### src/rtl/result_drain_pkg.sv
// Shared types and constants for the result drain block.
package result_drain_pkg;

  localparam int STALL_CNT_W = 16;
  localparam int FIFO_DEPTH  = 2;

  typedef enum logic [1:0] {
    ST_IDLE  = 2'd0,
    ST_READ  = 2'd1,
    ST_FLUSH = 2'd2,
    ST_DONE  = 2'd3
  } state_e;

endpackage

### src/rtl/drain_fifo2.sv
// Two-entry synchronous FIFO carrying one row plus its last-beat flag.
module drain_fifo2
  import result_drain_pkg::*;
#(
  parameter int WIDTH = 33
) (
  input  logic             clk,
  input  logic             resetn,
  input  logic             push_i,
  input  logic [WIDTH-1:0] push_data_i,
  input  logic             pop_i,
  output logic [WIDTH-1:0] head_o,
  output logic             full_o,
  output logic             empty_o,
  output logic [1:0]       count_o
);

  logic [WIDTH-1:0] mem0_q, mem1_q;
  logic             wr_ptr_q, rd_ptr_q;
  logic [1:0]       count_q, count_d;
  logic             do_push, do_pop;

  assign empty_o = (count_q == 2'd0);
  assign full_o  = (count_q == 2'(FIFO_DEPTH));
  assign count_o = count_q;
  assign head_o  = rd_ptr_q ? mem1_q : mem0_q;

  // A push into a full FIFO is only taken when the head leaves in the same cycle.
  assign do_pop  = pop_i & ~empty_o;
  assign do_push = push_i & (~full_o | do_pop);

  always_comb begin
    count_d = count_q;
    case ({do_push, do_pop})
      2'b10:   count_d = count_q + 2'd1;
      2'b01:   count_d = count_q - 2'd1;
      default: count_d = count_q;
    endcase
  end

  always_ff @(posedge clk) begin
    if (!resetn) begin
      mem0_q   <= '0;
      mem1_q   <= '0;
      wr_ptr_q <= 1'b0;
      rd_ptr_q <= 1'b0;
      count_q  <= 2'd0;
    end else begin
      if (do_push) begin
        if (wr_ptr_q) mem1_q <= push_data_i;
        else          mem0_q <= push_data_i;
        wr_ptr_q <= ~wr_ptr_q;
      end
      if (do_pop) rd_ptr_q <= ~rd_ptr_q;
      count_q <= count_d;
    end
  end

endmodule

### src/rtl/result_drain.sv
// Streams the enabled rows of one C-RAM tile out through a 2-entry FIFO.
// Defining RESULT_DRAIN_STALL_CNT_EN builds the backpressure stall counter.
module result_drain
  import result_drain_pkg::*;
#(
  parameter int DWIDTH   = 8,
  parameter int MAT_SIZE = 4,
  parameter int AWIDTH   = 10,
  parameter int STRIDE_W = 8
) (
  input  logic                       clk,
  input  logic                       resetn,
  input  logic                       start,
  input  logic                       clear_done,
  input  logic [AWIDTH-1:0]          base_addr,
  input  logic [STRIDE_W-1:0]        stride,
  input  logic [MAT_SIZE-1:0]        row_mask,
  output logic [AWIDTH-1:0]          ram_addr,
  input  logic [MAT_SIZE*DWIDTH-1:0] ram_rdata,
  output logic [MAT_SIZE*DWIDTH-1:0] out_data,
  output logic                       out_valid,
  input  logic                       out_ready,
  output logic                       out_last,
  output logic                       busy,
  output logic                       done,
  output logic [STALL_CNT_W-1:0]     stall_count,
  output logic [1:0]                 dbg_state
);

  localparam int ROW_W = MAT_SIZE * DWIDTH;
  localparam int IDX_W = (MAT_SIZE > 1) ? $clog2(MAT_SIZE) : 1;

  state_e                state_q, state_d;
  logic [AWIDTH-1:0]     base_q, base_d;
  logic [STRIDE_W-1:0]   stride_q, stride_d;
  logic [MAT_SIZE-1:0]   rem_q, rem_d;
  logic [AWIDTH-1:0]     addr_q;
  logic                  inflight_q, inflight_d;
  logic                  inflight_last_q, inflight_last_d;

  logic                  issue;
  logic [MAT_SIZE-1:0]   issue_mask, issue_rest;
  logic [IDX_W-1:0]      issue_idx;
  logic [AWIDTH-1:0]     issue_base;
  logic [STRIDE_W-1:0]   issue_stride;
  logic                  credit_ok;
  logic                  pop;

  logic [ROW_W:0]        fifo_head;
  logic                  fifo_full, fifo_empty;
  logic [1:0]            fifo_count;

  function automatic logic [IDX_W-1:0] lowest_row(input logic [MAT_SIZE-1:0] m);
    lowest_row = '0;
    for (int r = MAT_SIZE - 1; r >= 0; r--) begin
      if (m[r]) lowest_row = IDX_W'(r);
    end
  endfunction

  function automatic logic [AWIDTH-1:0] row_addr(input logic [AWIDTH-1:0]   b,
                                                 input logic [STRIDE_W-1:0] s,
                                                 input logic [IDX_W-1:0]    idx);
    return b + AWIDTH'(idx) * AWIDTH'(s);
  endfunction

  // Output handshake: a beat moves on a cycle where out_valid and out_ready are
  // both high; while out_valid is high and out_ready low, out_data/out_last hold.
  assign out_valid = ~fifo_empty;
  assign out_data  = fifo_head[ROW_W-1:0];
  assign out_last  = out_valid & fifo_head[ROW_W];
  assign pop       = out_valid & out_ready;

  // Slot budget (FIFO entries + read in flight) is two, counting a same-cycle pop
  // as already freed so a steady stream sustains one beat per cycle.
  assign credit_ok = pop | (~fifo_full & ~((fifo_count == 2'd1) & inflight_q));

  always_comb begin
    state_d      = state_q;
    base_d       = base_q;
    stride_d     = stride_q;
    rem_d        = rem_q;
    issue        = 1'b0;
    issue_mask   = rem_q;
    issue_base   = base_q;
    issue_stride = stride_q;

    case (state_q)
      ST_IDLE: begin
        if (start) begin
          base_d   = base_addr;
          stride_d = stride;
          if (row_mask == '0) begin
            state_d = ST_DONE;
          end else begin
            state_d      = ST_READ;
            issue        = 1'b1;
            issue_mask   = row_mask;
            issue_base   = base_addr;
            issue_stride = stride;
          end
        end
      end
      ST_READ: begin
        if (rem_q == '0) state_d = ST_FLUSH;
        else if (credit_ok) issue = 1'b1;
      end
      ST_FLUSH: begin
        if (fifo_empty && !inflight_q) state_d = ST_DONE;
      end
      ST_DONE: begin
        if (clear_done) state_d = ST_IDLE;
      end
      default: state_d = ST_IDLE;
    endcase

    issue_idx  = lowest_row(issue_mask);
    issue_rest = issue_mask & ~(MAT_SIZE'(1) << issue_idx);
    if (issue) begin
      rem_d = issue_rest;
      if (state_q == ST_READ && issue_rest == '0) state_d = ST_FLUSH;
    end

    inflight_d      = issue;
    inflight_last_d = issue & (issue_rest == '0);
  end

  assign ram_addr = issue ? row_addr(issue_base, issue_stride, issue_idx) : addr_q;

  always_ff @(posedge clk) begin
    if (!resetn) begin
      state_q         <= ST_IDLE;
      base_q          <= '0;
      stride_q        <= '0;
      rem_q           <= '0;
      addr_q          <= '0;
      inflight_q      <= 1'b0;
      inflight_last_q <= 1'b0;
    end else begin
      state_q         <= state_d;
      base_q          <= base_d;
      stride_q        <= stride_d;
      rem_q           <= rem_d;
      addr_q          <= ram_addr;
      inflight_q      <= inflight_d;
      inflight_last_q <= inflight_last_d;
    end
  end

  drain_fifo2 #(
    .WIDTH(ROW_W + 1)
  ) u_fifo (
    .clk         (clk),
    .resetn      (resetn),
    .push_i      (inflight_q),
    .push_data_i ({inflight_last_q, ram_rdata}),
    .pop_i       (pop),
    .head_o      (fifo_head),
    .full_o      (fifo_full),
    .empty_o     (fifo_empty),
    .count_o     (fifo_count)
  );

  assign busy      = (state_q == ST_READ) || (state_q == ST_FLUSH);
  assign done      = (state_q == ST_DONE);
  assign dbg_state = state_q;

`ifdef RESULT_DRAIN_STALL_CNT_EN
  logic [STALL_CNT_W-1:0] stall_q, stall_d;

  always_comb begin
    stall_d = stall_q;
    if (state_q == ST_IDLE && start) stall_d = '0;
    else if (out_valid && !out_ready && stall_q != '1) stall_d = stall_q + STALL_CNT_W'(1);
  end

  always_ff @(posedge clk) begin
    if (!resetn) stall_q <= '0;
    else         stall_q <= stall_d;
  end

  assign stall_count = stall_q;
`else
  assign stall_count = '0;
`endif

endmodule

### config.mk
export PLATFORM = sky130hd
export DESIGN_NAME = result_drain
export DESIGN_NICKNAME = d
export VERILOG_FILES = /design/src/rtl/result_drain_pkg.sv /design/src/rtl/drain_fifo2.sv /design/src/rtl/result_drain.sv
export SDC_FILE = /design/constraint.sdc
export NUM_CORES = 1
export LEC_CHECK = 0
export CAP_MARGIN = 0
export CORE_MARGIN = 5
export CORE_UTILIZATION = 40
export CTS_BUF_LIST = sky130_fd_sc_hd__clkbuf_16
export DETAILED_ROUTE_END_ITERATION = 12
export DONT_BUFFER_PORTS = 1
export PLACE_DENSITY = 0.64
export SLEW_MARGIN = 20
export SYNTH_ARGS = -nofsm -noshare
export SYNTH_HDL_FRONTEND = slang
export SYNTH_SLANG_ARGS = --single-unit
### constraint.sdc
create_clock -name clk -period 9.3 [get_ports clk]
set_input_delay 1.395 -clock clk [delete_from_list [all_inputs] [get_ports clk]]
set_output_delay 1.395 -clock clk [all_outputs]
set_load 0.01 [all_outputs]
# After elaboration in Yosys (flattened, before gate mapping)
# Cells that the tools add are included.
dict set report op_classes {
  n_addsub 3
  mul 1
  n_mux 29
  n_shift 1
  eq_ne 7
  n_reduce_logical 13
  bitwise_logic 16
}
# cell count
set op_table {}
lappend op_table {{10-bit two-way mux} 4}
lappend op_table {{33-bit two-way mux} 1}
lappend op_table {{8-bit two-way mux} 3}
lappend op_table {{2-bit two-way mux} 11}
lappend op_table {{4-bit zero test} 3}
lappend op_table {{4-bit two-way mux} 3}
lappend op_table {{10-bit adder} 1}
lappend op_table {{2-bit by 8-bit multiplier with 10-bit output} 1}
lappend op_table {{2-bit == test, second input constant} 4}
lappend op_table {{2-bit one-hot mux with 4 select lines} 1}
lappend op_table {{1-bit AND} 7}
lappend op_table {{2-bit by 1-bit == test with 1-bit output, second input constant} 3}
lappend op_table {{2-bit AND reduction} 3}
lappend op_table {{1-bit NOT} 5}
lappend op_table {{4-bit AND} 1}
lappend op_table {{2-bit zero test} 2}
lappend op_table {{1-bit two-way mux} 4}
lappend op_table {{4-bit NOT} 1}
lappend op_table {{2-bit one-hot mux with 2 select lines} 1}
lappend op_table {{1-bit by 2-bit left shift with 4-bit output, first input constant} 1}
lappend op_table {{2-bit by 1-bit adder with 2-bit output, second input constant} 1}
lappend op_table {{1-bit logical AND} 2}
lappend op_table {{1-bit bitwise OR} 2}
lappend op_table {{1-bit one-hot mux with 2 select lines} 1}
lappend op_table {{other kinds (4)} 4}
dict set report word_totals {
  in_bits 59
  ff_bits 106
  output_inout_bits 64
  elab_cells 82
}

# Depth between registers and ports, before layout
# Gate-level depths: netlist (run 1).
dict set report logic_depth {
  depth_word 15
  mapped_depth 17
}

# Cells and area by module
# Synthesis (run 1) repeated with hierarchy kept, for this count alone.
dict set report unflattened {
  cells_unflattened 635
  area_unflattened_um2 5794.3
}
# module area_each_um2 instances seq_area_each_um2 cells_each
set by_module_without_submodules {}
lappend by_module_without_submodules {drain_fifo2 3115.5 1 1401.3 313}
lappend by_module_without_submodules {result_drain 2678.8 1 720.7 322}

# Worst setup path after synthesis (run 1)
# OpenSTA, ideal clock, no wires.
dict set report synth_timing {
  kind {input to output}
  start {in row_mask[0]}
  end {out ram_addr[7]}
  slack_ns 3.059
  path_stages 15
  required_time_ns 7.905
  arrival_ns 4.846
  n_path_buf 1
  path_cell_list {or4_4 -> nand2_2 -> buf_6 -> a221oi_2 -> a221o_1 -> or2_1 -> fa_1 -> inv_1 -> ha_1 -> fa_1 -> a211oi_1 -> o21bai_1 -> a21oi_1 -> xor2_1 -> a21oi_1}
}
dict set report synth_via {
  elab_chain_len 11
  word_cells_on_any_way 20
  cone_classes {add/sub: 1; mul: 1; mux: 17; reduce/logical: 1}
}
# element line_no
set synth_lines {}
lappend synth_lines {{start, declared} result_drain.sv:17} ;# input logic [MAT_SIZE-1:0] row_mask,
lappend synth_lines {{4-bit zero test} result_drain.sv:92} ;# if (row_mask == '0) begin
lappend synth_lines {{4-bit two-way mux} result_drain.sv:92}
lappend synth_lines {{4-bit two-way mux} result_drain.sv:89} ;# if (start) begin
lappend synth_lines {{4-bit two-way mux} result_drain.sv:87} ;# case (state_q)
lappend synth_lines {{2-bit two-way mux (4 in series)} result_drain.sv:56} ;# if (m[r]) lowest_row = IDX_W'(r);
lappend synth_lines {{2-bit by 8-bit multiplier with 10-bit output} result_drain.sv:63} ;# return b + AWIDTH'(idx) * AWIDTH'(s);
lappend synth_lines {{10-bit adder} result_drain.sv:63}
lappend synth_lines {{10-bit two-way mux *} result_drain.sv:127} ;# assign ram_addr = issue ? row_addr(issue_base, issue_stride, issue_idx) : addr_q;
lappend synth_lines {{end, declared} result_drain.sv:18} ;# output logic [AWIDTH-1:0] ram_addr,
# Every way passes the cells marked *; elsewhere a longest branch is shown, timed or not.

# Worst setup path after layout (run 1)
dict set report layout_timing {
  start {in start}
  end {out ram_addr[7]}
}
dict set report layout_via {
  elab_chain_len 9
  word_cells_on_any_way 15
  cone_classes {add/sub: 1; mul: 1; mux: 13}
}
# element line_no
set layout_lines {}
lappend layout_lines {{start, declared} result_drain.sv:13} ;# input logic start,
lappend layout_lines {{4-bit two-way mux} result_drain.sv:89}
lappend layout_lines {{4-bit two-way mux} result_drain.sv:87}
lappend layout_lines {{2-bit two-way mux (4 in series)} result_drain.sv:56}
lappend layout_lines {{2-bit by 8-bit multiplier with 10-bit output} result_drain.sv:63}
lappend layout_lines {{10-bit adder} result_drain.sv:63}
lappend layout_lines {{10-bit two-way mux *} result_drain.sv:127}
# Marks and branches as above.

==> results of run 1 <==
-- metal layers --
layer	wire, um	share of wire [%]
met1	5032	38
met2	6524	50
met3	1435	11
met4	112	0.85
met5	0	0
-- registers in the layout, summed over array words and instances (netlist names) --
| signal | flops |
|---|---|
| stride_q | 8 |
| u_fifo.mem1_q | 33 |
| u_fifo.rd_ptr_q | 1 |
| addr_q | 10 |
| base_q | 10 |
| inflight_q | 1 |
| inflight_last_q | 1 |
| u_fifo.count_o | 2 |
| rem_q | 4 |
| u_fifo.wr_ptr_q | 1 |
| u_fifo.mem0_q | 33 |
| dbg_state | 2 |
-- critical path: cells and delay by family --
family	cells	cell delay (ns)
compound gates	4	0.95
simple gates	3	1.61
mux	1	0.21
xor+xnor	1	0.11
buf+inv	1	0.05
fa+ha+maj	3	1.22
-- cell families (layout without fill, tap and decap cells) --
group                    after synthesis  count (layout)  share of synthesized area (%)
AND/OR/NAND/NOR                      227             227                          17.85
AO/OA/AOI/OAI                        117             117                          13.00
flip-flops                           106             106                          38.41
multiplexers                          85              85                          16.19
buffers and inverters                 74              45                          6.387
adder cells (fa/ha/maj)               26              26                          6.976
XOR/XNOR                               7               7                          1.110
other                                  1              16                        0.06789
-- worst min-delay path by stage --
stage | to | slack [ns] | depth (start not counted)
4_1_cts | u_fifo.mem1_q[19] | 0.45 | 2
2_1_floorplan | u_fifo.mem1_q[32] | 0.43 | 2
3_3_place_gp | u_fifo.mem1_q[13] | 0.44 | 2
5_1_grt | u_fifo.mem1_q[19] | 0.48 | 2
6_report | u_fifo.mem1_q[11] | 0.45 | 2
3_5_place_dp | u_fifo.mem1_q[19] | 0.44 | 2
-- where the power goes --
part           leakage (nW)  switching [mW]  internal (mW)
combinational          1.26           0.346          0.229
clock                 0.146           0.175          0.211
sequential            0.862          0.0658          0.522
-- area by class of cell --
type / count / area [um^2] / area share, %
Sequential cell: 106 / 2123 / 36.06
Multi-Input combinational cell: 478 / 3115 / 52.91
Inverter: 25 / 93.84 / 1.594
Clock inverter: 7 / 75.07 / 1.275
Tap cell: 180 / 225.2 / 3.825
Clock buffer: 9 / 225.2 / 3.825
Timing Repair Buffer: 4 / 30.03 / 0.5100
-- placed cells by master (no fill, tap or decap), types with 2 or more instances in the layout --
| master | count |
|---|---|
| inv_6 | 2 |
| mux2_2 | 32 |
| nor2_1 | 55 |
| inv_1 | 24 |
| o21ai_0 | 8 |
| nor2_2 | 2 |
| a31oi_1 | 2 |
| mux2_1 | 3 |
| o22ai_1 | 4 |
| nand2_1 | 119 |
| fa_1 | 8 |
| a21o_1 | 3 |
| nand2b_1 | 8 |
| xor2_1 | 4 |
| buf_4 | 4 |
| a221o_1 | 2 |
| o211ai_1 | 2 |
| or2_1 | 7 |
| clkbuf_16 | 9 |
| o31ai_1 | 2 |
| xnor2_1 | 3 |
| o21ai_1 | 3 |
| nor2b_1 | 7 |
| a21oi_1 | 66 |
| o21bai_1 | 2 |
| a211oi_1 | 9 |
| and3_1 | 3 |
| and2_1 | 9 |
| mux2i_1 | 50 |
| o211a_1 | 2 |
| conb_1 | 16 |
| ha_1 | 18 |
| dfxtp_1 | 105 |
| nor4_1 | 2 |
| nand3_1 | 7 |
| nor3_1 | 2 |
-- metrics by stage --
stage	util (%)	hold slack (ns)	instances	cell area, um^2	power [mW]
2_1_floorplan	-	0.4315	658	5580	1.062
5_1_grt	42.92	0.4750	809	5888	1.668
6_report	42.92	0.4525	809	5888	1.549
3_5_place_dp	40.73	0.4439	793	5588	1.178
4_1_cts	42.92	0.4540	809	5888	1.574
3_3_place_gp	40.73	0.4377	793	5588	1.158
==> metrics.md, run 1 <==
| Metric | Value |
|---|---|
| CTS tree | `done` |
| IO Pins | `123` |
| WL final | `13.11 mm` |
| Slew HR | `30.34%` |
| Starting density of the core | `40.26%` |
| Peak VDD IR | `0.1583 mV` |
| Slowest library cell on the worst path | `nor2_2` |
| Ratio of cells with drive above 1 in the final layout | `10.49%` |
| Clock latency on the worst-skew pair | `0.35 ns` |
| Die Ht | `127.5 um` |
| Reg2reg start | `dbg_state[0]` |
| Critical R2R Capture | `addr_q[7]` |
| Worst EP required | `7.91 ns` |
| RSZ-0062 raised after global routing | `false` |
| Crit path cell chain | `nand2_1 -> nor2_2 -> mux2i_1 -> nand2b_1 -> fa_1 -> inv_1 -> ha_1 -> fa_1 -> a211oi_1 -> o21bai_1 -> a21oi_1 -> xor2_1 -> a21oi_1` |
| Most instantiated library cell after synthesis | `nand2_1` |
| Starting DRT DRC Count | `179` |
| Post-Place Setup Slack | `2.392 ns` |
| Critical path class | `input port to output pin` |
| Met3 usage | `8.612%` |
| Max H-tree Level | `3` |
| Fmax | `143.9 MHz` |
| Largest net degree at the start of global routing | `93` |
| Top FF cell, synth | `dfxtp_1` |
| Root Buffer | `clkbuf_16` |
| Post-DRT Antenna Nets | `0` |
| Num CTS Buffers | `9` |
| Max clock buf depth | `2` |
| Final setup TNS | `0 ns` |
| # nets final | `709` |
| Worst r2r path cells | `15` |
| Tot GR Track Use | `16.35%` |
| Power density over the cells | `263.1 nW/um^2` |
| Final Cycle Share | `74.73%` |
| Layout fillers | `1355` |
| Area growth syn-to-layout | `6.591%` |
| First-pass GRT wire length | `21.38 mm` |
| Initial antenna violation count | `0` |
| Row cnt | `43` |
| Post-DP HPWL | `9.645 mm` |
| Pre-Repair DR Iteration Count | `4` |
| Core Region | `13720 um^2` |
| # Post-CTS Setup Buffers | `0` |
| Unique masters post-synth | `56` |
| Setup Skew | `0.004526 ns` |
| CP max FO | `22` |
| Vias in the first global route | `4326` |
| Fin. max-slew vios | `0` |
| Post_cts resized | `0` |
| Detailed-route via count | `4219` |
| Post-CTS Hold Buffers | `0` |
| Final setup viols | `0` |
| Critical path's largest stage delay | `0.99 ns` |
| Tmin final | `6.950 ns` |
| Seq cells post-synth | `106` |
| Top post-synthesis cells by area | `dfxtp_1 (38%), mux2i_1 (9.1%), nand2_1 (8.1%), mux2_2 (6.5%), a21oi_1 (6.0%)` |
| Post-synth ARST share | `0%` |
| Measured slew at the worst slew-check pin | `1.044 ns` |
| CP Launch Type | `input port` |
| Setup WS post-layout | `2.350 ns` |
| Max Cap Viol | `0` |
| Leak | `2.270 nW` |
| Die X | `127.5 um` |
| GR Util met1 | `17.53%` |
| R2r setup slk | `4.18 ns` |
| Hold WC Path Type | `flip-flop to flip-flop` |
| Share of Yosys cell area claimed by the top area cell type | `38.41%` |
| Setup crit end kind | `output pin` |
| Ys Warns | `0` |
| Port buffer count | `0` |
| GP Congestion | `0.8967` |
| Critical path origin | `start` |
| Dominant cell type by area after synthesis | `dfxtp_1` |
| Grt peak-use layer | `met2` |
| Final Hold Fails | `0` |
| Critical Path AT | `5.55 ns` |
| Seq/Total Area, Yosys | `38.41%` |
| Synthesized area per cell | `8.591 um^2` |
| Worst-path clk slew | `0.07 ns` |
| Wire per inst | `16.20 um` |
| Synth Cell Area | `5524 um^2` |
| Status | `completed` |
| Die area | `16260 um^2` |
| Min-delay src | `u_fifo.mem1_q[11]` |
| Ant. Diodes | `0` |
| Post-synth top cells | `nand2_1 (119), dfxtp_1 (106), a21oi_1 (66)` |
| Total gr overflow | `0` |
| EDFF count, synth | `0` |
| Drt via density | `5.215` |
| Syn Inst Count | `643` |
| DRC viols | `0` |
| Worst setup endpoint | `ram_addr[7]` |
| Clock tree sinks | `106` |
| GRT met2 Usage | `28.40%` |
(Power assumes the default switching activity.)
==> run 2: changes to the inputs <==
Clock period 9.3 ns to 6.4 ns, I/O delays scaled along.
==> metrics.md, run 2 (same netlist as run 1, synthesis figures left out) <==
| Metric | Value |
|---|---|
| Status | `completed` |
| Setup crit end kind | `output pin` |
| Reg2reg start | `dbg_state[0]` |
| Clock tree sinks | `106 (unchanged)` |
| GP Congestion | `0.9096 (+1.4%)` |
| WL final | `13.41 mm (+2.3%)` |
| DRC viols | `0 (unchanged)` |
| Initial antenna violation count | `0 (unchanged)` |
| Most frequent cells in the layout | `nand2_1 (119), dfxtp_1 (105), a21oi_1 (66)` |
| Pre-Repair DR Iteration Count | `4 (unchanged)` |
| Fmax | `168.9 MHz` |
| Post-DP HPWL | `9.822 mm (+1.8%)` |
| Clock latency on the worst-skew pair | `0.35 ns (about the same)` |
| Post-CTS Hold Buffers | `0 (unchanged)` |
| Worst EP required | `5.44 ns (-2.47 ns)` |
| Critical Path AT | `4.96 ns (-0.59 ns)` |
| CP Launch Type | `flip-flop` |
| Worst Hold Depth | `2 (unchanged)` |
| Final Non-Filler Cells | `813 (+0.49%)` |
| Critical path origin | `dbg_state[0]` |
| Detailed-route via count | `4228 (+0.21%)` |
| Leak | `2.294 nW (+1.0%)` |
| Ratio of cells with drive above 1 in the final layout | `11.06% (+0.57 points)` |
| Post-DRT Antenna Nets | `0 (unchanged)` |
| Placed cells | `797 (+0.50%)` |
| Critical path class | `flip-flop to output pin` |
| IO Pins | `123 (unchanged)` |
| Port buffer count | `0 (unchanged)` |
| Core Region | `13720 um^2 (unchanged)` |
| Starting DRT DRC Count | `186 (+3.9%)` |
| Worst-path clk slew | `0.07 ns (about the same)` |
| # Post-CTS Setup Buffers | `0 (unchanged)` |
| Slowest library cell on the worst path | `fa_1` |
| Root Buffer | `clkbuf_16` |
| Post_cts resized | `0 (unchanged)` |
| Critical path's largest stage delay | `0.51 ns (-0.48 ns)` |
| Measured slew at the worst slew-check pin | `0.9349 ns (-0.1088 ns)` |
| Worst r2r path cells | `16 (+1)` |
| Hold endpoint | `stride_q[0]` |
| Max H-tree Level | `3 (unchanged)` |
| CP top delay family | `compound AO/OA/AOI/OAI gates` |
| Critical R2R Capture | `addr_q[7]` |
| Tot Pwr | `2.292 mW (+48%)` |
| # nets final | `713 (+0.56%)` |
| Largest net degree at the start of global routing | `70 (-25%)` |
| Final Cycle Share | `92.50%` |
| Cell depth of the worst setup path | `16 (+3)` |
| Hold WC Path Type | `flip-flop to flip-flop` |
| Area after DPL | `5618 um^2 (+0.54%)` |
| Final setup viols | `0 (unchanged)` |
| Worst Hold Slack | `0.4542 ns (+0.001659 ns)` |
| Setup Skew | `0.007620 ns (+0.003094 ns)` |
| Most common cell after layout, fill and taps aside | `nand2_1` |
| Max Cap Viol | `0 (unchanged)` |
| Drt via density | `5.200 (-0.28%)` |
| Vias in the first global route | `4502 (+4.1%)` |
| Area growth syn-to-layout | `7.293%` |
| Row cnt | `43 (unchanged)` |
| Slew HR | `37.67% (+7.3 points)` |
| Die Ht | `127.5 um (unchanged)` |
| Crit path cell chain | `inv_1 -> ha_1 -> and3_1 -> a211oi_2 -> a221oi_2 -> a221o_1 -> or2_1 -> fa_1 -> inv_1 -> ha_1 -> fa_1 -> a211oi_1 -> o21bai_1 -> a21oi_1 -> xor2_1 -> a21oi_1` |
| Wire per inst | `16.49 um (+1.8%)` |
| Die X | `127.5 um (unchanged)` |
| Max clock buf depth | `2 (unchanged)` |
| Tmin final | `5.920 ns` |
| First-pass GRT wire length | `22.01 mm (+3.0%)` |
| Die area | `16260 um^2 (unchanged)` |
| R2r setup slk | `1.69 ns (-2.49 ns)` |
| RSZ-0062 raised after global routing | `false` |
| Min-delay src | `stride_q[0]` |
| CP max FO | `8 (-64%)` |
| Num CTS Buffers | `9 (unchanged)` |
| CTS tree | `done` |
| Peak VDD IR | `0.2221 mV (+40%)` |
| Final setup TNS | `0 ns (unchanged)` |
| CP bufs+invs | `2 (+1)` |
| Power density over the cells | `386.7 nW/um^2 (+47%)` |
| Total gr overflow | `0 (unchanged)` |
| Final Hold Fails | `0 (unchanged)` |
| Tot GR Track Use | `16.80% (+0.44 points)` |
| Post-route design area | `5927 um^2 (+0.66%)` |
| Fin. max-slew vios | `0 (unchanged)` |
| Regs by FF count | `u_fifo.mem0_q (33), u_fifo.mem1_q (33)` |
| Starting density of the core | `40.26% (unchanged)` |
| Ant. Diodes | `0 (unchanged)` |
## run 2: cell count changes in the layout (fill, tap and decap cells not counted), sizes merged
cell / delta
clkinv: -1
inv: +1
buf: +4
## run 2: worst max path at each step
| stage | end | slack, ns |
|---|---|---|
| floorplan | ram_addr[7] | 1.03 |
| global placement | ram_addr[7] | 0.70 |
| detailed placement | ram_addr[7] | 0.63 |
| CTS | ram_addr[7] | 0.48 |
| global route | ram_addr[7] | 0.19 |
| finish | ram_addr[7] | 0.48 |
## run 2: power breakdown
part	total [mW]	switching [mW]	leakage, nW	internal (mW)
Combinational	0.862	0.518	1.28	0.344
Clock	0.577	0.265	0.149	0.312
Sequential	0.853	0.0953	0.862	0.758
Total	2.29	0.878	2.29	1.41
## run 2: cell type report
| type | instances | area [um^2] |
|---|---|---|
| multi-input cells | 478 | 3115 |
| flip-flops and latches | 106 | 2123 |
| clock inverters | 7 | 83.83 |
| clock buffers | 9 | 225.2 |
| repair buffers | 8 | 60.06 |
| fillers | 1369 | 7792 |
| inverters | 25 | 93.84 |
| well taps | 180 | 225.2 |
## run 2: worst reg2reg max path: stages (launching register included)
cell and delay (ns):
dfxtp_1 0.50, inv_1 0.15, ha_1 0.31, and3_1 0.24, a211oi_2 0.36, a221oi_2 0.10, a221o_1 0.39, or2_1 0.29
fa_1 0.51, inv_1 0.04, ha_1 0.22, fa_1 0.43, a211oi_1 0.36, o21bai_1 0.13, a21oi_1 0.20, xor2_1 0.23
a211oi_1 0.11
## run 2: through the flow
step | utilization (%) | setup slack, ns
after floorplan | - | 1.029
after global placement | 40.95 | 0.7025
after detailed placement | 40.95 | 0.6304
after CTS | 43.20 | 0.4776
after global routing | 43.20 | 0.1856
final | 43.20 | 0.4801
## run 2: per-layer routing
metal	wire, um	part of all wire (%)	global-route usage, %	vias to the layer above
li1	-	-	-	2106
met1	5241	39	17.86	1996
met2	6653	50	29.11	118
met3	1422	11	8.905	8
met4	92	0.69	4.479	0
met5	0	0	0	-
==> run 3: changes to the inputs <==
Settings changed: CORE_ASPECT_RATIO set to 0.5.
==> metrics.md, run 3 (same netlist as run 1, synthesis figures left out) <==
| Metric | Value |
|---|---|
| Status | `completed` |
| Setup Skew | `0.01154 ns (+0.003919 ns)` |
| CTS tree | `done` |
| Measured slew at the worst slew-check pin | `0.9644 ns (+0.02948 ns)` |
| Max Cap Viol | `0 (unchanged)` |
| Num CTS Buffers | `9 (unchanged)` |
| Max H-tree Level | `3 (unchanged)` |
| Setup crit end kind | `output pin` |
| CP max FO | `8 (unchanged)` |
| CP Launch Type | `flip-flop` |
| RSZ-0062 raised after global routing | `false` |
| Tot GR Track Use | `15.52% (-1.3 points)` |
| Layout fillers | `1330 (-2.8%)` |
| Clock tree sinks | `106 (unchanged)` |
| Die Ht | `93.10 um (-27%)` |
| R2r setup slk | `1.69 ns (about the same)` |
| Root Buffer | `clkbuf_16` |
| Row cnt | `30 (-30%)` |
| # Post-CTS Setup Buffers | `0 (unchanged)` |
| Tmin final | `5.907 ns (-0.01339 ns)` |
| Cell depth of the worst setup path | `16 (unchanged)` |
| IO Pins | `123 (unchanged)` |
| Critical R2R Capture | `addr_q[7]` |
| Worst Hold Depth | `2 (unchanged)` |
| Hold WC Path Type | `flip-flop to flip-flop` |
| Starting DRT DRC Count | `169 (-9.1%)` |
| Starting density of the core | `40.77% (+0.50 points)` |
| Power density over the cells | `379.4 nW/um^2 (-1.9%)` |
| Clock latency on the worst-skew pair | `0.34 ns (about the same)` |
| Vias in the first global route | `4121 (-8.5%)` |
| Final Hold Fails | `0 (unchanged)` |
| Critical path class | `flip-flop to output pin` |
| CP top delay family | `compound AO/OA/AOI/OAI gates` |
| Crit path cell chain | `inv_1 -> ha_1 -> and3_1 -> a211oi_2 -> a221oi_2 -> a221o_1 -> or2_1 -> fa_1 -> inv_1 -> ha_1 -> fa_1 -> a211oi_1 -> o211a_1 -> a211oi_1 -> mux2i_1 -> nand2_1` |
| Fmax | `169.3 MHz (+0.23%)` |
| Min-delay src | `u_fifo.mem1_q[13]` |
| Initial antenna violation count | `0 (unchanged)` |
| Ratio of cells with drive above 1 in the final layout | `10.90% (-0.16 points)` |
| FF+latch area | `2122 um^2 (about the same)` |
| Leak | `2.283 nW (-0.45%)` |
| Regs by FF count | `u_fifo.mem0_q (33), u_fifo.mem1_q (33)` |
| Final Cycle Share | `92.29% (-0.21 points)` |
| Multi-input logic area | `3115 um^2 (unchanged)` |
| Largest net degree at the start of global routing | `55 (-21%)` |
| Most frequent cells in the layout | `nand2_1 (119), dfxtp_1 (106), a21oi_1 (66)` |
| Area growth syn-to-layout | `7.248% (about the same)` |
| Critical Path AT | `4.95 ns (about the same)` |
| Core Region | `13550 um^2 (-1.2%)` |
| Post_cts resized | `0 (unchanged)` |
| Wire per inst | `15.40 um (-6.6%)` |
| Die X | `176.2 um (+38%)` |
| Slew HR | `35.71% (-2.0 points)` |
| Pre-Repair DR Iteration Count | `4 (unchanged)` |
| Peak VDD IR | `0.1444 mV (-35%)` |
| Worst EP required | `5.44 ns (about the same)` |
| WL final | `12.71 mm (-5.2%)` |
| Max clock buf depth | `2 (unchanged)` |
| Die area | `16400 um^2 (+0.88%)` |
| Hold endpoint | `u_fifo.mem1_q[13]` |
| Final setup TNS | `0 ns (unchanged)` |
| Drt via density | `5.078 (-2.4%)` |
| Most common cell after layout, fill and taps aside | `nand2_1` |
| # nets final | `713 (unchanged)` |
| First-pass GRT wire length | `20.87 mm (-5.2%)` |
| GP Congestion | `0.9111 (+0.16%)` |
| Reg2reg start | `dbg_state[0]` |
| Post-DP HPWL | `9.223 mm (-6.1%)` |
| Final setup viols | `0 (unchanged)` |
| Slowest library cell on the worst path | `fa_1` |
| Port buffer count | `0 (unchanged)` |
| Ant. Diodes | `0 (unchanged)` |
| Critical path origin | `dbg_state[0]` |
| Total gr overflow | `0 (unchanged)` |
| Critical path's largest stage delay | `0.51 ns (about the same)` |
| DRC viols | `0 (unchanged)` |
| CP bufs+invs | `2 (unchanged)` |
| Worst r2r path cells | `16 (unchanged)` |
| Detailed-route via count | `4189 (-0.92%)` |
| Post-DRT Antenna Nets | `0 (unchanged)` |
| Post-CTS Hold Buffers | `0 (unchanged)` |
| Tot Pwr | `2.248 mW (-1.9%)` |
| Fin. max-slew vios | `0 (unchanged)` |
| Worst-path clk slew | `0.07 ns (about the same)` |
[run 3: cell count changes in the layout (fill, tap and decap cells not counted), sizes merged]
| cell | before | now |
|---|---|---|
| inv | 29 | 26 |
| clkinv | 1 | 3 |
| clkinvlp | 1 | 2 |
[run 3: how the worst max path moves through the flow]
stage	endpoint	slack, ns
6_report	ram_addr[9]	0.49
5_1_grt	ram_addr[7]	0.21
4_1_cts	ram_addr[7]	0.51
3_5_place_dp	ram_addr[7]	0.65
3_3_place_gp	ram_addr[7]	0.72
2_1_floorplan	ram_addr[7]	1.03
[run 3: metrics by stage]
| stage | util, % | hold WS [ns] | cell area, um^2 | instances | setup WS [ns] |
|---|---|---|---|---|---|
| finish | 43.72 | 0.4541 | 5924 | 825 | 0.4935 |
| global route | 43.72 | 0.4737 | 5924 | 825 | 0.2061 |
| CTS | 43.72 | 0.4552 | 5924 | 825 | 0.5074 |
| detailed placement | 41.56 | 0.4458 | 5632 | 809 | 0.6460 |
| global placement | 41.56 | 0.4382 | 5632 | 809 | 0.7239 |
| floorplan | - | 0.4315 | 5580 | 658 | 1.029 |
[run 3: worst register-to-register path, stage by stage, from the launching register on]
cell and delay, ns:
dfxtp_1 0.49, inv_1 0.13, ha_1 0.30, and3_1 0.24
a211oi_2 0.38, a221oi_2 0.10, a221o_1 0.38, or2_1 0.28
fa_1 0.51, inv_1 0.04, ha_1 0.23, fa_1 0.43
a211oi_1 0.38, o21bai_1 0.13, a21oi_1 0.18, xor2_1 0.23
a211oi_1 0.10
[run 3: area by class of cell]
type | count | share of cell area (%)
sequential | 106 | 35.82
clock inverter | 7 | 1.140
inverter | 25 | 1.584
tap | 192 | 4.055
multi-input combinational | 478 | 52.59
clock buffer | 9 | 3.801
timing repair buffer | 8 | 1.014
[run 3: report_power, final]
| group | switching (mW) | internal (mW) |
|---|---|---|
| Sequential | 0.0610 | 0.757 |
| Combinational | 0.540 | 0.342 |
| Clock | 0.245 | 0.302 |
[run 3: per-layer routing]
metal | vias up | wire [um] | track usage, %
li1 | 2100 | - | -
met2 | 92 | 6217 | 27.08
met4 | 0 | 78 | 3.372
met1 | 1990 | 5727 | 19.32
met3 | 7 | 683 | 4.241
met5 | - | 0 | 0
